File: config.mk
export PLATFORM = sky130hd
export DESIGN_NAME = nor_chain_pulse_gen
export DESIGN_NICKNAME = d
export VERILOG_FILES = /design/src/rtl/nor_chain_pkg.sv /design/src/rtl/nor_chain_phase_cnt.sv /design/src/rtl/nor_chain_pulse_gen.sv
export SDC_FILE = /design/constraint.sdc
export NUM_CORES = 1
export LEC_CHECK = 0
export ABC_CLOCK_PERIOD_IN_PS = 2650
export CAP_MARGIN = 10
export CORE_AREA = 5 5 113 88
export DETAILED_ROUTE_END_ITERATION = 7
export DIE_AREA = 0 0 118 93
export PLACE_DENSITY_LB_ADDON = 0.3
export SYNTH_ARGS = -nofsm -noshare
export SYNTH_HDL_FRONTEND = slang
export SYNTH_HIERARCHICAL = 1
export SYNTH_SLANG_ARGS = --single-unit
File: constraint.sdc
create_clock -name clk -period 2.65 [get_ports clk]
set_input_delay 0.265 -clock clk [delete_from_list [all_inputs] [get_ports clk]]
set_output_delay 0.265 -clock clk [all_outputs]
set_load 0.02 [all_outputs]
File: src/rtl/nor_chain_pkg.sv
// rtl/nor_chain_pkg.sv - shared types, default widths and length clamp for the NOR chain pulse generator
package nor_chain_pkg;

    localparam int DEF_CNT_W    = 16;
    localparam int DEF_NPULSE_W = 8;

    typedef enum logic [1:0] {
        IDLE = 2'd0,
        HIGH = 2'd1,
        LOW  = 2'd2,
        DONE = 2'd3
    } st_e;

    // Zero-length phases are stretched to one cycle so a phase always exists.
    function automatic logic [31:0] clamp1(input logic [31:0] len);
        return (len == 32'd0) ? 32'd1 : len;
    endfunction

endpackage

File: src/rtl/nor_chain_phase_cnt.sv
// rtl/nor_chain_phase_cnt.sv - loadable down-counter with registered zero flag, shared by HIGH and LOW phases
module nor_chain_phase_cnt #(
    parameter int CNT_W = 16
) (
    input  logic             clk,
    input  logic             rst,
    input  logic             load,
    input  logic             en,
    input  logic [CNT_W-1:0] load_val,
    output logic             zero
);

    logic [CNT_W-1:0] cnt;

    // Counting stops at zero, so a full-scale load can never wrap.
    always_ff @(posedge clk) begin
        if (rst) begin
            cnt  <= '0;
            zero <= 1'b0;
        end else if (load) begin
            cnt  <= load_val;
            zero <= (load_val == '0);
        end else if (en && !zero) begin
            cnt  <= cnt - CNT_W'(1);
            zero <= (cnt == CNT_W'(1));
        end
    end

endmodule

File: src/rtl/nor_chain_pulse_gen.sv
// rtl/nor_chain_pulse_gen.sv - programmable high/low pulse train driver for the NOR chain input
// Optional shrinking-pulse sweep enabled by macro PULSE_SWEEP_EN.
module nor_chain_pulse_gen
    import nor_chain_pkg::*;
#(
    parameter int CNT_W    = DEF_CNT_W,
    parameter int NPULSE_W = DEF_NPULSE_W
) (
    input  logic                clk,
    input  logic                rst,
    input  logic                start,
    input  logic [CNT_W-1:0]    high_len,
    input  logic [CNT_W-1:0]    low_len,
    input  logic [NPULSE_W-1:0] num_pulses,
    input  logic                pol,
    input  logic [CNT_W-1:0]    sweep_step,
    output logic                chain_in,
    output logic                busy,
    output logic                done
);

    st_e                 state;
    logic [CNT_W-1:0]    high_q;
    logic [CNT_W-1:0]    low_q;
    logic [NPULSE_W-1:0] pulses_q;
    logic                pol_q;

    logic                cnt_load;
    logic                cnt_en;
    logic [CNT_W-1:0]    cnt_val;
    logic                cnt_zero;

`ifdef PULSE_SWEEP_EN
    logic [CNT_W-1:0]    step_q;
`else
    logic                unused_sweep;
    assign unused_sweep = ^sweep_step;
`endif

    nor_chain_phase_cnt #(.CNT_W(CNT_W)) u_phase_cnt (
        .clk      (clk),
        .rst      (rst),
        .load     (cnt_load),
        .en       (cnt_en),
        .load_val (cnt_val),
        .zero     (cnt_zero)
    );

    always_comb begin
        cnt_load = 1'b0;
        cnt_en   = 1'b0;
        cnt_val  = high_q - CNT_W'(1);
        case (state)
            IDLE: begin
                if (start) begin
                    cnt_load = 1'b1;
                    cnt_val  = CNT_W'(clamp1(32'(high_len))) - CNT_W'(1);
                end
            end
            HIGH: begin
                if (cnt_zero) begin
                    cnt_load = 1'b1;
                    cnt_val  = low_q - CNT_W'(1);
                end else begin
                    cnt_en = 1'b1;
                end
            end
            LOW: begin
                if (cnt_zero) begin
                    cnt_load = 1'b1;
                end else begin
                    cnt_en = 1'b1;
                end
            end
            default: ;
        endcase
    end

    always_ff @(posedge clk) begin
        if (rst) begin
            state    <= IDLE;
            high_q   <= '0;
            low_q    <= '0;
            pulses_q <= '0;
            pol_q    <= 1'b0;
`ifdef PULSE_SWEEP_EN
            step_q   <= '0;
`endif
            chain_in <= 1'b0;
            busy     <= 1'b0;
            done     <= 1'b0;
        end else begin
            case (state)
                IDLE: begin
                    if (start) begin
                        high_q   <= CNT_W'(clamp1(32'(high_len)));
                        low_q    <= CNT_W'(clamp1(32'(low_len)));
                        pulses_q <= num_pulses;
                        pol_q    <= pol;
`ifdef PULSE_SWEEP_EN
                        step_q   <= sweep_step;
`endif
                        state    <= (num_pulses == '0) ? DONE : HIGH;
                    end
                end
                HIGH: begin
                    if (cnt_zero) begin
                        state <= LOW;
`ifdef PULSE_SWEEP_EN
                        high_q <= (high_q > step_q) ? (high_q - step_q) : CNT_W'(1);
`endif
                    end
                end
                LOW: begin
                    if (cnt_zero) begin
                        if (pulses_q == NPULSE_W'(1)) begin
                            state <= DONE;
                        end else begin
                            pulses_q <= pulses_q - NPULSE_W'(1);
                            state    <= HIGH;
                        end
                    end
                end
                DONE:    state <= IDLE;
                default: state <= IDLE;
            endcase

            // Outputs trail the state by one edge, so every pin is a plain flop.
            chain_in <= (state == IDLE) ? pol : ((state == HIGH) ? ~pol_q : pol_q);
            busy     <= (state != IDLE);
            done     <= (state == DONE);
        end
    end

endmodule
---- After elaboration in Yosys (flattened, before gate mapping) ----
Index checks and enable logic that the tools add are counted.
word-level totals
  bits in registers ....................... 63
  bits of input ports ..................... 60
  output and inout port bits .............. 3
operators by class
  $add $sub $neg .......................... 5
  equality and inequality tests ........... 9
  multiplexer cells ....................... 26
  bitwise logic cells ..................... 1
  reductions and logical operators ........ 14
operators by type and width
  kind                     count
  $mux W16                 6
  $sub A16 B1 Y16 const B  4
  $logic_not A16 Y1        3
  $pmux W16 S2             1
  $mux W8                  3
  $eq A16 B1 Y1 const B    1
  $pmux W8 S2              1
  $mux W2                  5
  $eq A8 B1 Y1 const B     1
  $logic_not A8 Y1         1
  $mux W1                  8
  $pmux W2 S4              1
  $sub A8 B1 Y8 const B    1
  $reduce_bool A2 Y1       3
  $eq A2 B2 Y1 const B     2
  $ne A2 B1 Y1 const B     2
  $ne A2 B2 Y1 const B     2
  $reduce_and A4 Y1        1
  $reduce_and A3 Y1        1
  $eq A2 B1 Y1 const B     1
  $logic_not A2 Y1         1
  $pmux W1 S2              1
  $reduce_and A2 Y1        1
  $reduce_or A2 Y1         1
  3 further kinds          3

---- Longest topological paths before layout ----
  depth in word-level cells ............... 7
  gate-level depth with buffers ........... 15

---- Cells and area by module ----
Netlist, hierarchy kept.
modules (own cells, without submodules)
  module               instances  cells each  area each (um^2)
  nor_chain_pulse_gen  1          426         3180.6
  nor_chain_phase_cnt  1          129         1086.0

---- Least setup slack after synthesis ----
No wires, ideal clock.
  path kind ............................... input-to-reg
  start point ............................. in high_len[5]
  end point ............................... reg u_phase_cnt.zero
  library setup time ...................... 0.063 ns
  arrival ................................. 2.689 ns
  required time ........................... 2.587 ns
  setup slack ............................. -0.102 ns
  stages .................................. 15
  path buffers ............................ 2
  cell sequence ........................... buf_2 > nor3_1 > and4_1 > a21oi_1 > ha_1 > or4b_1 > clkbuf_1 > nor4_2 > xor2_1 > nand2_1 > o221ai_2 > nor4_1 > and3_1 > nand4_1 > nand3_1
on the way
  cells in the longest elaborated chain, start to end .. 7
ends and longest elaborated chain
  item                  line                       RTL
  from (decl)           nor_chain_pulse_gen.sv:12  input logic [CNT_W-1:0] high_len,
  $logic_not A16 Y1     nor_chain_pkg.sv:16        return (len == 32'd0) ? 32'd1 : len;
  $mux W16 *            nor_chain_pkg.sv:16
  $sub A16 B1 Y16 *     nor_chain_pulse_gen.sv:57  cnt_val = CNT_W'(clamp1(32'(high_len))) - CNT_W'(1);
  $mux W16 *            nor_chain_pulse_gen.sv:55  if (start) begin
  $pmux W16 S2 *        nor_chain_pulse_gen.sv:53  case (state)
  net cnt_val[14]       nor_chain_pulse_gen.sv:30  logic [CNT_W-1:0] cnt_val;
  $logic_not A16 Y1 *   nor_chain_phase_cnt.sv:22  zero <= (load_val == '0);
  $mux W1 *             nor_chain_phase_cnt.sv:20  end else if (load) begin
  to (signal assigned)  nor_chain_phase_cnt.sv:22
  to (signal assigned)  nor_chain_phase_cnt.sv:25  zero <= (cnt == CNT_W'(1));
  to (decl)             nor_chain_phase_cnt.sv:10  output logic zero
Mark *: on every way through the listed nets, which the timed path passes. The rest lies on a longest branch.
A chain may end at the register's enable or synchronous reset.

---- Final worst setup path ----
  start point ............................. in high_len[14]
  end point ............................... reg u_phase_cnt.zero
on the way
  cells in the longest elaborated chain, start to end .. 7
ends and longest elaborated chain
  item               line
  $logic_not A16 Y1  nor_chain_pkg.sv:16
  $mux W16           nor_chain_pkg.sv:16
  $sub A16 B1 Y16    nor_chain_pulse_gen.sv:57
  $mux W16           nor_chain_pulse_gen.sv:55
  $pmux W16 S2       nor_chain_pulse_gen.sv:53
  net cnt_val[8]     nor_chain_pulse_gen.sv:30
  $logic_not A16 Y1  nor_chain_phase_cnt.sv:22
  $mux W1            nor_chain_phase_cnt.sv:20
The timed path passes the listed nets, and every way through them passes these cells.

==> results.toml <==
[setup_path]
rr_worst_depth = 9
arrival_ns = 2.85
cp_top_family = "simple AND/OR/NAND/NOR gates"
cp-start-kind = "input pin"
critPathRequiredTime_ns = 2.93
worstPathMaxFanout = 6
worstPathBufferInverterCount = 2
r2r_end = "u_phase_cnt/zero$_SDFFE_PP0P_"
r2r_start = "low_q[0]$_SDFFE_PP0P_"
cpMostUsedCell = "o21ai_1"
path_cells = "clkdlybuf4s15_1, nor4_4, and4_1, a21oi_2, ha_2, or4b_4, buf_12, o21ai_1, o21ai_1, nand2_1, o221ai_2, nor4_1, and3_1, nand4_1, nand3_1"
max_stage_delay_ns = 0.50
worst_path_max_delay_cell = "or4b_4"
worstSetupEndpointType = "register"
ff2ff_setup_slack_ns = 0.17
setup.worst_path.class = "input pin to register"

[sta]
fmax_mhz = 389
period_minus_slack_ns = 2.57
tightest_slew_ns = 0.742
clock-skew-final_ns = 0.00315
rsz0062_at_grt = "false"
setup_violations = 0
max-slew-margin-rel_pct = 50.5
final.setup.worst_slack_ns = 0.0776
hold_viol_final = 0
min_period_over_period_pct = 97.1
drv_slew = 0

[logic_synthesis]
synth_top_family_by_area = "simple AND/OR/NAND/NOR gates"
muxShareOfSynthArea_pct = 0.762
ys_seq_elements = 63
yosys.area.top_type = "dfxtp_1"
synthArstFlopShare_pct = 0
synth-edff-count = 0
synth-xor-area-share_pct = 9.44
synth_nets = 626
synth_top_area_share_pct = 29.6
yosysWarningCount = 6
synthFlopType = "dfxtp_1"
synth-compound-area-share_pct = 19.6
netlist_area_um2 = 4270
synth_simple_gate_area_share_pct = 31.6
netlist_instances = 555
synth_fa_ha_area_share_pct = 3.23
syn_avg_cell_area_um2 = 7.69
ys_seq_area_share_pct = 29.6
synth_cell_types = 61
synth_area_leaders = "dfxtp_1, nand2_1, a21oi_1"

[grt]
grt_max_degree = 40
track_usage_pct = 21.8
grt_pass1_vias = 4084
grt_first_pass_wirelength_um = 19800
grt_overflow = 0
antenna_found_initial = 0

[hold_path]
hp-start = "high_len[15]"
hold_end = "high_q[15]$_SDFFE_PP0P_"
worstHoldPathCells = 3
hold_class = "input pin to register"

[clocking]
cts_max_level = 3
root_buffer = "clkbuf_16"
tritoncts = "yes"
clk_latency_ns = 0.34
clockBufferDepth = 2
clk_pin_slew_ns = 0.05
numCtsBuffers = 9
cts_hold_buf = 0
clock-sinks = 63

[flow_run]
maxCapViolCount = 0

[cells_and_area]
nFillCells = 830
drive_gt1_share_pct = 16.4
layout_common_cells = "nand2_1, dfxtp_1, a21oi_1, buf_4, nor2_1"
final_common_cell = "nand2_1"
fin_util_pct = 62.1
nets = 701
seq_area_um2 = 1260
multi_input_area_um2 = 2840
area_growth_syn_to_layout_pct = 27.9
instances_no_fill = 747
insertedDiodeCount = 0

[routing]
drt_wl_total_um = 12000
via_count = 4282
wl_per_cell_um = 16.0
drc_errors = 0
drt_iter0_markers = 378
drt-pass1-iter-count = 6
ant_nets = 0
via_per_inst = 5.73

[placed_design]
gp_congestion = 0.914
placement.io_buffers = 46
dp_cells = 729
detailedPlace.worstSlack_ns = -0.557
dpl.hpwl_um = 9010

[status]
status = "finished clean"

[floorplanning]
die_area_um2 = 11000
core.rowCount = 30
start_util_pct = 48.6
core_um2 = 8780
die_w_um = 118
ioPinCount = 63
dieHeight_um = 93

[power_and_ir_drop]
leakagePower_uw = 0.00208
pwr_density_cell_nw_per_um2 = 1100
ir_drop_v = 0.000649
power_uw = 6000
-- cells in the mapped netlist, types with 2 or more instances --
master	n
nor3_1	15
a211oi_1	2
a21boi_0	2
xnor2_1	31
nor4_2	5
and2_1	3
or4_4	4
or4_1	7
nand3b_1	4
nor4b_2	2
nand4b_1	2
clkbuf_1	23
nor3b_2	2
nor2b_1	9
o22a_1	4
o21ai_0	8
o21a_1	11
a31oi_1	2
o211ai_1	3
xor2_1	15
nor4_1	18
o31ai_1	2
and3_1	3
nand2_1	105
inv_1	28
nor4_4	4
o21ai_1	10
buf_1	2
o22ai_1	4
nand3_1	5
dfxtp_1	63
o221ai_2	4
a221oi_1	3
nand4_1	9
ha_1	11
o221ai_1	6
buf_6	2
a21oi_1	62
o31a_1	3
buf_2	2
nor2_1	34
or3_1	2
-- metal layers --
metal  vias to the layer above  track usage (%)  wire, µm
met5                         -                0         0
met4                         0             7.26       225
met3                        22             4.78       642
met2                       130             34.8      5460
met1                      2007             29.3      5660
li1                       2123                -         -
-- through the flow --
step,area (µm²),TNS (ns),hold slack [ns]
CTS,5430,0,0.431
global placement,5090,-2.70,0.459
global route,5460,0,0.293
floorplan,4300,0,0.401
finish,5460,0,0.291
detailed placement,5090,-3.00,0.465
-- tightest hold or removal path, delay by kind of cell --
| kind | cells | cell delay [ns] |
|---|---|---|
| simple gates | 1 | 0.12 |
| buf+inv | 1 | 0.12 |
| compound gates | 1 | 0.07 |
-- worst max path at each step --
stage	slack, ns	from	cells past startpoint	to
detailed placement	-0.56	high_len[13]	14	u_phase_cnt/zero$_SDFFE_PP0P_
floorplan	0.003	high_len[5]	15	u_phase_cnt/zero$_SDFFE_PP0P_
global route	0.01	high_len[4]	14	u_phase_cnt/zero$_SDFFE_PP0P_
global placement	-0.50	high_len[0]	14	u_phase_cnt/zero$_SDFFE_PP0P_
CTS	0.02	high_len[2]	13	u_phase_cnt/zero$_SDFFE_PP0P_
finish	0.08	high_len[14]	15	u_phase_cnt/zero$_SDFFE_PP0P_
-- sequential cells by signal (all words and copies together), names as in the netlist --
register / flops
u_phase_cnt/cnt: 16
high_q: 16
busy: 1
u_phase_cnt/zero: 1
pulses_q: 8
state: 2
done: 1
chain_in: 1
low_q: 16
pol_q: 1
-- repair_timing --
action                                  in CTS  in global routing
resized for setup                           17                 14
hold endpoints to repair                     0                  0
pin swaps                                    9                  8
buffers inserted                             2                  0
endpoints found under the setup margin       6                  5
-- report_power, final --
group / total [µW] / leakage [µW] / internal, µW / switching (µW)
Combinational: 3260 / 0.00142 / 1440 / 1820
Clock: 1170 / 0.000146 / 748 / 424
Sequential: 1570 / 0.000519 / 1230 / 338
-- cell type report --
cell class / count / share of cell area [%]
Sequential cell: 63 / 23.1
Clock buffer: 12 / 4.52
Multi-Input combinational cell: 434 / 52.1
Clock inverter: 4 / 0.826
Inverter: 28 / 1.93
Tap cell: 112 / 2.57
Timing Repair Buffer: 94 / 14.9
-- kinds of logic after synthesis --
family | Yosys count
AO/OA/AOI/OAI | 131
XOR/XNOR | 46
adder cells (fa/ha/maj) | 11
buffers and inverters | 58
flip-flops | 63
multiplexers | 3
AND/OR/NAND/NOR | 243
Note: power is estimated with default switching activity, not from simulation.
